### src/rtl/spi_adc_sequencer.sv
// Periodic multi-channel ADC readout sequencer driving an SPI master.
// Optional macro SPI_ADC_PIPE_EN: pipelined ADC (extra dummy transaction, results lag one command).
module spi_adc_sequencer #(
  parameter int                    DATA_WIDTH    = 16,
  parameter int                    CH_NUM        = 4,
  parameter int                    SAMPLE_PERIOD = 2000,
  parameter logic [DATA_WIDTH-1:0] CMD_BASE      = 16'h8000,
  parameter int                    CH_SHIFT      = 10,
  parameter int                    TIMEOUT       = 1000
) (
  input  logic                  i_clk,
  input  logic                  i_rst,
  input  logic                  i_en,
  input  logic                  i_err_clr,
  output logic                  o_spi_start,
  output logic [DATA_WIDTH-1:0] o_mosi_data,
  input  logic [DATA_WIDTH-1:0] i_miso_data,
  input  logic                  i_spi_valid,
  output logic [DATA_WIDTH-1:0] o_ch_data,
  output logic [3:0]            o_ch_id,
  output logic                  o_data_valid,
  output logic                  o_frame_done,
  output logic                  o_timeout,
  output logic                  o_overrun,
  output logic [2:0]            o_state
);

  localparam int PW = $clog2(SAMPLE_PERIOD);
  localparam int TW = $clog2(TIMEOUT + 1);

  typedef enum logic [2:0] {
    S_IDLE  = 3'd0,
    S_WAIT  = 3'd1,
    S_START = 3'd2,
    S_XFER  = 3'd3,
    S_REL   = 3'd4
  } state_e;

  state_e                state_q, state_d;
  logic [PW-1:0]         per_q, per_d;
  logic [TW-1:0]         tmo_q, tmo_d;
  logic [4:0]            idx_q, idx_d;
  logic                  abort_q, abort_d;
  logic                  start_q, start_d;
  logic [DATA_WIDTH-1:0] mosi_q, mosi_d;
  logic [DATA_WIDTH-1:0] data_q, data_d;
  logic [3:0]            id_q, id_d;
  logic                  dv_q, dv_d;
  logic                  fd_q, fd_d;
  logic                  terr_q, terr_d;
  logic                  ovr_q, ovr_d;

  logic                  trig;
  logic                  tset;
  logic                  oset;
  logic [3:0]            cmd_ch;
  logic [3:0]            tag;
  logic                  cap_en;
  logic [DATA_WIDTH-1:0] cmd;

  // Pipelined ADC: result of transaction k belongs to command k-1
`ifdef SPI_ADC_PIPE_EN
  localparam int NTX = CH_NUM + 1;
  assign cmd_ch = (idx_q == 5'(CH_NUM)) ? 4'd0 : idx_q[3:0];
  assign tag    = 4'(idx_q - 5'd1);
  assign cap_en = (idx_q != 5'd0);
`else
  localparam int NTX = CH_NUM;
  assign cmd_ch = idx_q[3:0];
  assign tag    = idx_q[3:0];
  assign cap_en = 1'b1;
`endif

  assign cmd  = CMD_BASE | DATA_WIDTH'({28'd0, cmd_ch} << CH_SHIFT);
  assign trig = (state_q != S_IDLE) && (per_q == PW'(SAMPLE_PERIOD - 1));

  always_comb begin
    state_d = state_q;
    per_d   = per_q + 1'b1;
    tmo_d   = tmo_q;
    idx_d   = idx_q;
    abort_d = abort_q;
    mosi_d  = mosi_q;
    data_d  = data_q;
    id_d    = id_q;
    dv_d    = 1'b0;
    fd_d    = 1'b0;
    tset    = 1'b0;
    oset    = trig && (state_q != S_WAIT);
    if (state_q == S_IDLE || trig) per_d = '0;
    unique case (state_q)
      S_IDLE: begin
        if (i_en) state_d = S_WAIT;
      end
      S_WAIT: begin
        if (!i_en) begin
          state_d = S_IDLE;
        end else if (trig) begin
          state_d = S_START;
          idx_d   = '0;
          abort_d = 1'b0;
        end
      end
      S_START: begin
        mosi_d  = cmd;
        tmo_d   = '0;
        state_d = S_XFER;
      end
      S_XFER: begin
        if (i_spi_valid) begin
          data_d  = i_miso_data;
          id_d    = tag;
          dv_d    = cap_en;
          state_d = S_REL;
        end else if (tmo_q == TW'(TIMEOUT)) begin
          tset    = 1'b1;
          abort_d = 1'b1;
          state_d = S_REL;
        end else begin
          tmo_d = tmo_q + 1'b1;
        end
      end
      S_REL: begin
        if (!i_spi_valid) begin
          if (!i_en) begin
            state_d = S_IDLE;
          end else if (abort_q) begin
            state_d = S_WAIT;
          end else if (idx_q == 5'(NTX - 1)) begin
            fd_d    = 1'b1;
            state_d = S_WAIT;
          end else begin
            idx_d   = idx_q + 5'd1;
            state_d = S_START;
          end
        end
      end
      default: state_d = S_IDLE;
    endcase
    start_d = (state_d == S_XFER);
    terr_d  = tset | (terr_q & ~i_err_clr);
    ovr_d   = oset | (ovr_q & ~i_err_clr);
  end

  always_ff @(posedge i_clk or negedge i_rst) begin
    if (!i_rst) begin
      state_q <= S_IDLE;
      per_q   <= '0;
      tmo_q   <= '0;
      idx_q   <= '0;
      abort_q <= 1'b0;
      start_q <= 1'b0;
      mosi_q  <= '0;
      data_q  <= '0;
      id_q    <= '0;
      dv_q    <= 1'b0;
      fd_q    <= 1'b0;
      terr_q  <= 1'b0;
      ovr_q   <= 1'b0;
    end else begin
      state_q <= state_d;
      per_q   <= per_d;
      tmo_q   <= tmo_d;
      idx_q   <= idx_d;
      abort_q <= abort_d;
      start_q <= start_d;
      mosi_q  <= mosi_d;
      data_q  <= data_d;
      id_q    <= id_d;
      dv_q    <= dv_d;
      fd_q    <= fd_d;
      terr_q  <= terr_d;
      ovr_q   <= ovr_d;
    end
  end

  assign o_spi_start  = start_q;
  assign o_mosi_data  = mosi_q;
  assign o_ch_data    = data_q;
  assign o_ch_id      = id_q;
  assign o_data_valid = dv_q;
  assign o_frame_done = fd_q;
  assign o_timeout    = terr_q;
  assign o_overrun    = ovr_q;
  assign o_state      = state_q;

endmodule
### config.mk
export PLATFORM = sky130hd
export DESIGN_NAME = spi_adc_sequencer
export DESIGN_NICKNAME = d
export VERILOG_FILES = /design/src/rtl/spi_adc_sequencer.sv
export SDC_FILE = /design/constraint.sdc
export NUM_CORES = 1
export LEC_CHECK = 0
export ABC_AREA = 1
export BUFFER_PORTS_ARGS = -buffer_cell sky130_fd_sc_hd__buf_4
export CAP_MARGIN = 20
export CORE_ASPECT_RATIO = 0.7
export CORE_MARGIN = 2
export CORE_UTILIZATION = 58
export CTS_BUF_LIST = sky130_fd_sc_hd__clkbuf_16
export DETAILED_ROUTE_END_ITERATION = 12
export PLACE_DENSITY = 0.84
export SLEW_MARGIN = 40
export SYNTH_ARGS = -nofsm -noshare
export SYNTH_HDL_FRONTEND = slang
export SYNTH_SLANG_ARGS = --single-unit
### constraint.sdc
create_clock -name i_clk -period 2.6 [get_ports i_clk]
set_clock_uncertainty 0.15 [all_clocks]
set_input_delay 0.13 -clock i_clk [delete_from_list [all_inputs] [get_ports i_clk]]
set_output_delay 0.13 -clock i_clk [all_outputs]
set_load 0.005 [all_outputs]
# Word-level counts from Yosys, hierarchy flattened
# Cells that the tools add are included.
# word_totals
reg_bits,60
wordCells,87
# classes
n_addsub,3
eq_ne,18
mux,36
bitwise_logic,5
reduce_logical,12
# ops
op,count
$mux 5,6
$mux 10,2
$pmux 10 s2,1
$mux 3,6
$ne 2x2->1 const B,9
$pmux 3 s5,1
$mux 1,14
$add 11x1->11 const B,1
$eq 11x11->1 const B,1
$mux 11,1
$add 10x1->10 const B,1
$eq 10x10->1 const B,1
$pmux 5 s2,1
$eq 3x2->1 const B,3
$reduce_and 7->1,1
$mux 2,3
$reduce_bool 2->1,3
$add 5x1->5 const B,1
$eq 5x2->1 const B,1
$reduce_and 5->1,1
$eq 3x1->1 const B,1
$eq 3x3->1 const B,1
$logic_not 3->1,1
$ne 3x1->1 const B,1
9 further kinds,12

# Longest topological paths before layout
# logic_depth
ltp_word,7
depth_mapped,9
mapped_depth_nobuf,9

# Worst setup path before layout
# OpenSTA, ideal clock, no wires.
# synth_path
path_type,reg-to-reg
from,register per_q[0]
to,register per_q[2]
arrival_ns,1.275
path_slack_ns,1.097
path_stages_with_launch,9
period_less_slack_ns,1.503
cell_sequence,dfrtp_1 ha_1 nand3_1 inv_1 nand3_2 nand2_2 inv_2 o21ai_0 a21oi_1
# synth_via
elab_chain_len,4
# synth_rtl
element,line,text
start: declaration,40,"logic [PW-1:0] per_q, per_d;"
start signal: assignment,162,per_q <= per_d;
"parallel branches: the longest is 3 deep, another holds $add 11x1->11",n/a,
$mux 11 (*),90,if (state_q == S_IDLE || trig) per_d = '0;
via per_d[2],40,
# Mark *: on every way through the listed nets, which the timed path passes.
# A chain may end at the register's enable or synchronous reset.

# Worst setup path in the final report
# layout_path
from,register state_q[1] (netlist: o_state[1])
to,register tmo_q[3]
# layout_via
elab_chain_len,3
# layout_rtl
element,line,text
start: declaration,39,"state_e state_q, state_d;"
start signal: assignment,161,state_q <= state_d;
$eq 3x2->1,91,unique case (state_q)
$ne 2x2->1 (no line) or $reduce_bool 2->1 (tied branches),n/a,
$reduce_and 3->1 (no line),n/a,
end signal: assignment,163,tmo_q <= tmo_d;
end: declaration,41,"logic [TW-1:0] tmo_q, tmo_d;"
# Parallel ways exist; a longest one is shown, timed or not.

==> impl_results.html <==
<table>
<tr><th>Metric</th><th>Value</th></tr>
<tr><th colspan="2">Floorplanning</th></tr>
<tr><td>Width of the chip</td><td>89.4 um</td></tr>
<tr><td>Core region area</td><td>4860 um2</td></tr>
<tr><td>Rows</td><td>21</td></tr>
<tr><td>Initial cell density of the core</td><td>61.0%</td></tr>
<tr><td>Area of the die</td><td>5710 um2</td></tr>
<tr><td># IOs</td><td>65</td></tr>
<tr><td>Floorplan die height</td><td>63.8 um</td></tr>
<tr><th colspan="2">Final layout</th></tr>
<tr><td>Final layout net count</td><td>456</td></tr>
<tr><td>Ant diodes</td><td>0</td></tr>
<tr><td>Layout Area Growth over Synthesis</td><td>30.1%</td></tr>
<tr><td>Commonest non-fill, non-tap cells in the layout</td><td>nand2_1 (109), dfrtp_1 (60), buf_4 (52)</td></tr>
<tr><td>Leading cell type in the layout, fill and taps excluded</td><td>nand2_1</td></tr>
<tr><td>Number of fill cells</td><td>311</td></tr>
<tr><td>Core occupancy in the finished layout</td><td>79.3%</td></tr>
<tr><td>Ratio of cells with drive above 1 in the final layout</td><td>22.2%</td></tr>
<tr><th colspan="2">Synth</th></tr>
<tr><td>Leading post-synthesis cells by cell area</td><td>dfrtp_1 (51%), nand2_1 (14%), nand3_1 (4.4%)</td></tr>
<tr><td>Portion of the post-synthesis area used by sequential elements</td><td>50.7%</td></tr>
<tr><td>Ys Warns</td><td>0</td></tr>
<tr><td>Area share of the largest cell type after synthesis</td><td>50.7%</td></tr>
<tr><td>Mapped Avg Cell Area</td><td>8.37 um2</td></tr>
<tr><td>Number of distinct library cells after synthesis</td><td>31</td></tr>
<tr><td>Number of synthesized register bits</td><td>60</td></tr>
<tr><td>Post-synthesis cell type with the largest combined area</td><td>dfrtp_1</td></tr>
<tr><td>Synth async-reset ratio</td><td>100%</td></tr>
<tr><td>Cell count after synthesis</td><td>354</td></tr>
<tr><td>Number of synthesized flops with an enable pin</td><td>0</td></tr>
<tr><td>Netlist area before placement</td><td>2960 um2</td></tr>
<tr><td>Top flip-flop cell by instance count after synthesis</td><td>dfrtp_1</td></tr>
<tr><th colspan="2">Placed design</th></tr>
<tr><td>Count of buffers inserted at the top-level ports</td><td>53</td></tr>
<tr><td>DPL Wire Length</td><td>4440 um</td></tr>
<tr><td>Placer's final routability congestion estimate</td><td>0.878</td></tr>
<tr><th colspan="2">STA</th></tr>
<tr><td>Count of final max-slew check failures</td><td>0</td></tr>
<tr><td>Endpoints failing setup</td><td>0</td></tr>
<tr><td>Worst slew margin relative to its limit</td><td>63.8%</td></tr>
<tr><td>Worst Tran Pin Value</td><td>0.541 ns</td></tr>
<tr><td>Final worst path period share</td><td>82.4%</td></tr>
<tr><td>Final Hold Fails</td><td>0</td></tr>
<tr><td>RSZ-0062 raised after global routing</td><td>false</td></tr>
<tr><td>Final period demand of the worst path</td><td>2.14 ns</td></tr>
<tr><td>Maximum frequency from static timing analysis</td><td>467 MHz</td></tr>
<tr><td>Post-route setup TNS</td><td>0 ns</td></tr>
<tr><th colspan="2">CTS</th></tr>
<tr><td>Clock transition at the registers of the reported paths</td><td>0.05 ns</td></tr>
<tr><td>Number of gates resized after CTS</td><td>0</td></tr>
<tr><td>Clock latency of the later-clocked register in the worst-skew pair</td><td>0.33 ns</td></tr>
<tr><td>Longest Clk Path Bufs</td><td>2</td></tr>
<tr><td>Level count of the clock H-tree</td><td>3</td></tr>
<tr><td>Root cell of the clock tree</td><td>clkbuf_16</td></tr>
<tr><td>Clock tree from TritonCTS</td><td>yes</td></tr>
<tr><td>Number of buffers added by the clock tree synthesis step</td><td>9</td></tr>
<tr><td>Number of sinks on the clock net</td><td>60</td></tr>
<tr><th colspan="2">Drt</th></tr>
<tr><td>Routed WL per cell</td><td>14.6 um</td></tr>
<tr><td>Post-DRT Antenna Nets</td><td>0</td></tr>
<tr><td>Drt drc</td><td>0</td></tr>
<tr><td>Total via count after detailed routing</td><td>2609</td></tr>
<tr><td>Iteration-0 DRC Markers</td><td>143</td></tr>
<tr><td>Number of search-and-repair iterations in the first detailed-routing pass</td><td>4</td></tr>
<tr><td>Final WL</td><td>7390 um</td></tr>
<tr><td>Routed vias/inst</td><td>5.17</td></tr>
<tr><th colspan="2">Critical path</th></tr>
<tr><td>R2R depth</td><td>7</td></tr>
<tr><td>Slowest stage delay, CP</td><td>0.42 ns</td></tr>
<tr><td>Crit path max-delay family</td><td>simple AND/OR/NAND/NOR gates</td></tr>
<tr><td>Critical Path Source</td><td>o_state[1]</td></tr>
<tr><td>Most Frequent Cell on Critical Path</td><td>nand2_1</td></tr>
<tr><td>Cell-by-cell listing of the critical path</td><td>nand2_1, nor2_4, nand2_2, nand3_4, inv_1, nand2_1, nand2_1</td></tr>
<tr><td>Critical-path top delay cell</td><td>dfrtp_1</td></tr>
<tr><td>Start of the worst register-to-register path</td><td>o_state[1]</td></tr>
<tr><td>CP endpoint</td><td>tmo_q[3]</td></tr>
<tr><td>Worst setup slack for register-to-register paths</td><td>0.46 ns</td></tr>
<tr><td>Classification of the worst setup path</td><td>reg2reg</td></tr>
<tr><td>Data arrival time of the critical path</td><td>2.21 ns</td></tr>
<tr><td>Critical path startpoint category</td><td>flop</td></tr>
<tr><td>Path length in cells of the critical path</td><td>7</td></tr>
<tr><td>Critical Path End Type</td><td>flop</td></tr>
<tr><td>Reg-to-Reg End</td><td>tmo_q[3]</td></tr>
<tr><td>Required time worst endpoint</td><td>2.67 ns</td></tr>
<tr><td>Worst path bufs/invs</td><td>1</td></tr>
<tr><td>Critical Path Fanout Max</td><td>27</td></tr>
<tr><th colspan="2">Status</th></tr>
<tr><td>Result of the run</td><td>completed</td></tr>
<tr><th colspan="2">Global route</th></tr>
<tr><td>Number of antenna violations at the first check in global routing</td><td>0</td></tr>
<tr><td>Wire length of the first global-routing pass</td><td>12100 um</td></tr>
<tr><td>GRT Residual Overflow</td><td>0</td></tr>
<tr><td>GRT Overall Usage</td><td>28.3%</td></tr>
<tr><td>Pin count of the biggest net entering global routing</td><td>61</td></tr>
<tr><td>Vias in the first global route</td><td>2596</td></tr>
<tr><th colspan="2">Power</th></tr>
<tr><td>Maximum vdd drop</td><td>0.000371 V</td></tr>
<tr><td>Static leakage</td><td>1.96 nW</td></tr>
<tr><td>Power density of the placed cells</td><td>585 nW/um2</td></tr>
<tr><th colspan="2">Job</th></tr>
<tr><td>Max-cap violations</td><td>0</td></tr>
<tr><th colspan="2">Worst hold path</th></tr>
<tr><td>Classification of the worst-slack hold path</td><td>in2reg</td></tr>
</table>
==> worst min-delay path, delay by kind of cell <==
family                 cells  cell delay [ns]
AND/OR/NAND/NOR            3             0.27
buffers and inverters      2             0.16
==> timing repair <==
item	CTS	global route
endpoints found under the setup margin	0	0
hold buffers	19	0
setup buffers	0	0
endpoints found under the hold margin	79	0
==> cells in the mapped netlist (all sizes together) (4+ instances only) <==
library cell and number:
nand2 115, nand3 29, o21ai 23, a21oi 6, buf 16, dfrtp 60, nor2 36, nor3 6
xor2 5, inv 37, nand4 6, ha 4
==> worst min-delay path by stage <==
stage | startpoint | end | slack [ns] | cells past startpoint
6_report | i_en | o_state[0] | 0.11 | 5
5_1_grt | i_en | o_frame_done | 0.15 | 4
4_1_cts | i_en | o_state[0] | 0.11 | 5
3_5_place_dp | i_rst | o_spi_start | 0.09 | 1
3_3_place_gp | i_rst | o_spi_start | 0.09 | 1
2_1_floorplan | i_rst | abort_q | -0.32 | 0
==> flip-flops by register name (all words and copies together) (netlist names) <==
| name | cells |
|---|---|
| o_ch_data | 16 |
| o_ch_id | 4 |
| abort_q | 1 |
| o_timeout | 1 |
| o_frame_done | 1 |
| idx_q | 5 |
| o_spi_start | 1 |
| o_mosi_data | 5 |
| o_overrun | 1 |
| o_data_valid | 1 |
| per_q | 11 |
| o_state | 3 |
| tmo_q | 10 |
==> area by class of cell <==
cell class,instances,area (um2),share of cell area (%)
multi-input cells,251,1230,32.0
clock buffers,9,225,5.84
repair buffers,72,592,15.4
clock inverters,7,75.1,1.95
inverters,37,139,3.60
flip-flops and latches,60,1500,39.0
well taps,69,86.3,2.24
==> layer usage <==
metal	track usage (%)	up-vias	wire length, um
li1	-	1258	-
met3	9.04	23	372
met2	47.5	83	3720
met4	9.89	0	201
met5	0	-	0
met1	34.0	1245	3100
==> kinds of logic after synthesis <==
kind of cell,share of synthesized area [%]
xor+xnor,1.77
flops,50.7
buf+inv,8.91
fa+ha+maj,1.69
simple gates,30.4
compound gates,6.38
other cells,0.127
==> power by group <==
part | total [mW] | switching [mW] | internal [mW] | leakage (nW)
combinational | 0.116 | 0.0625 | 0.0532 | 0.995
clock | 1.18 | 0.441 | 0.743 | 0.140
sequential | 0.956 | 0.0111 | 0.945 | 0.829
total | 2.26 | 0.515 | 1.74 | 1.96
==> metrics by stage <==
step | setup WS (ns) | instance area, um2 | hold WS (ns) | power [mW] | std cells
3_3_place_gp | 0.658 | 3360 | 0.0854 | 1.06 | 470
6_report | 0.458 | 3850 | 0.110 | 2.26 | 505
3_5_place_dp | 0.574 | 3360 | 0.0911 | 1.06 | 470
4_1_cts | 0.484 | 3850 | 0.107 | 2.27 | 505
2_1_floorplan | 1.10 | 3000 | -0.316 | 1.02 | 364
5_1_grt | 0.280 | 3850 | 0.155 | 2.34 | 505
Note: power is estimated with default switching activity, not from simulation.
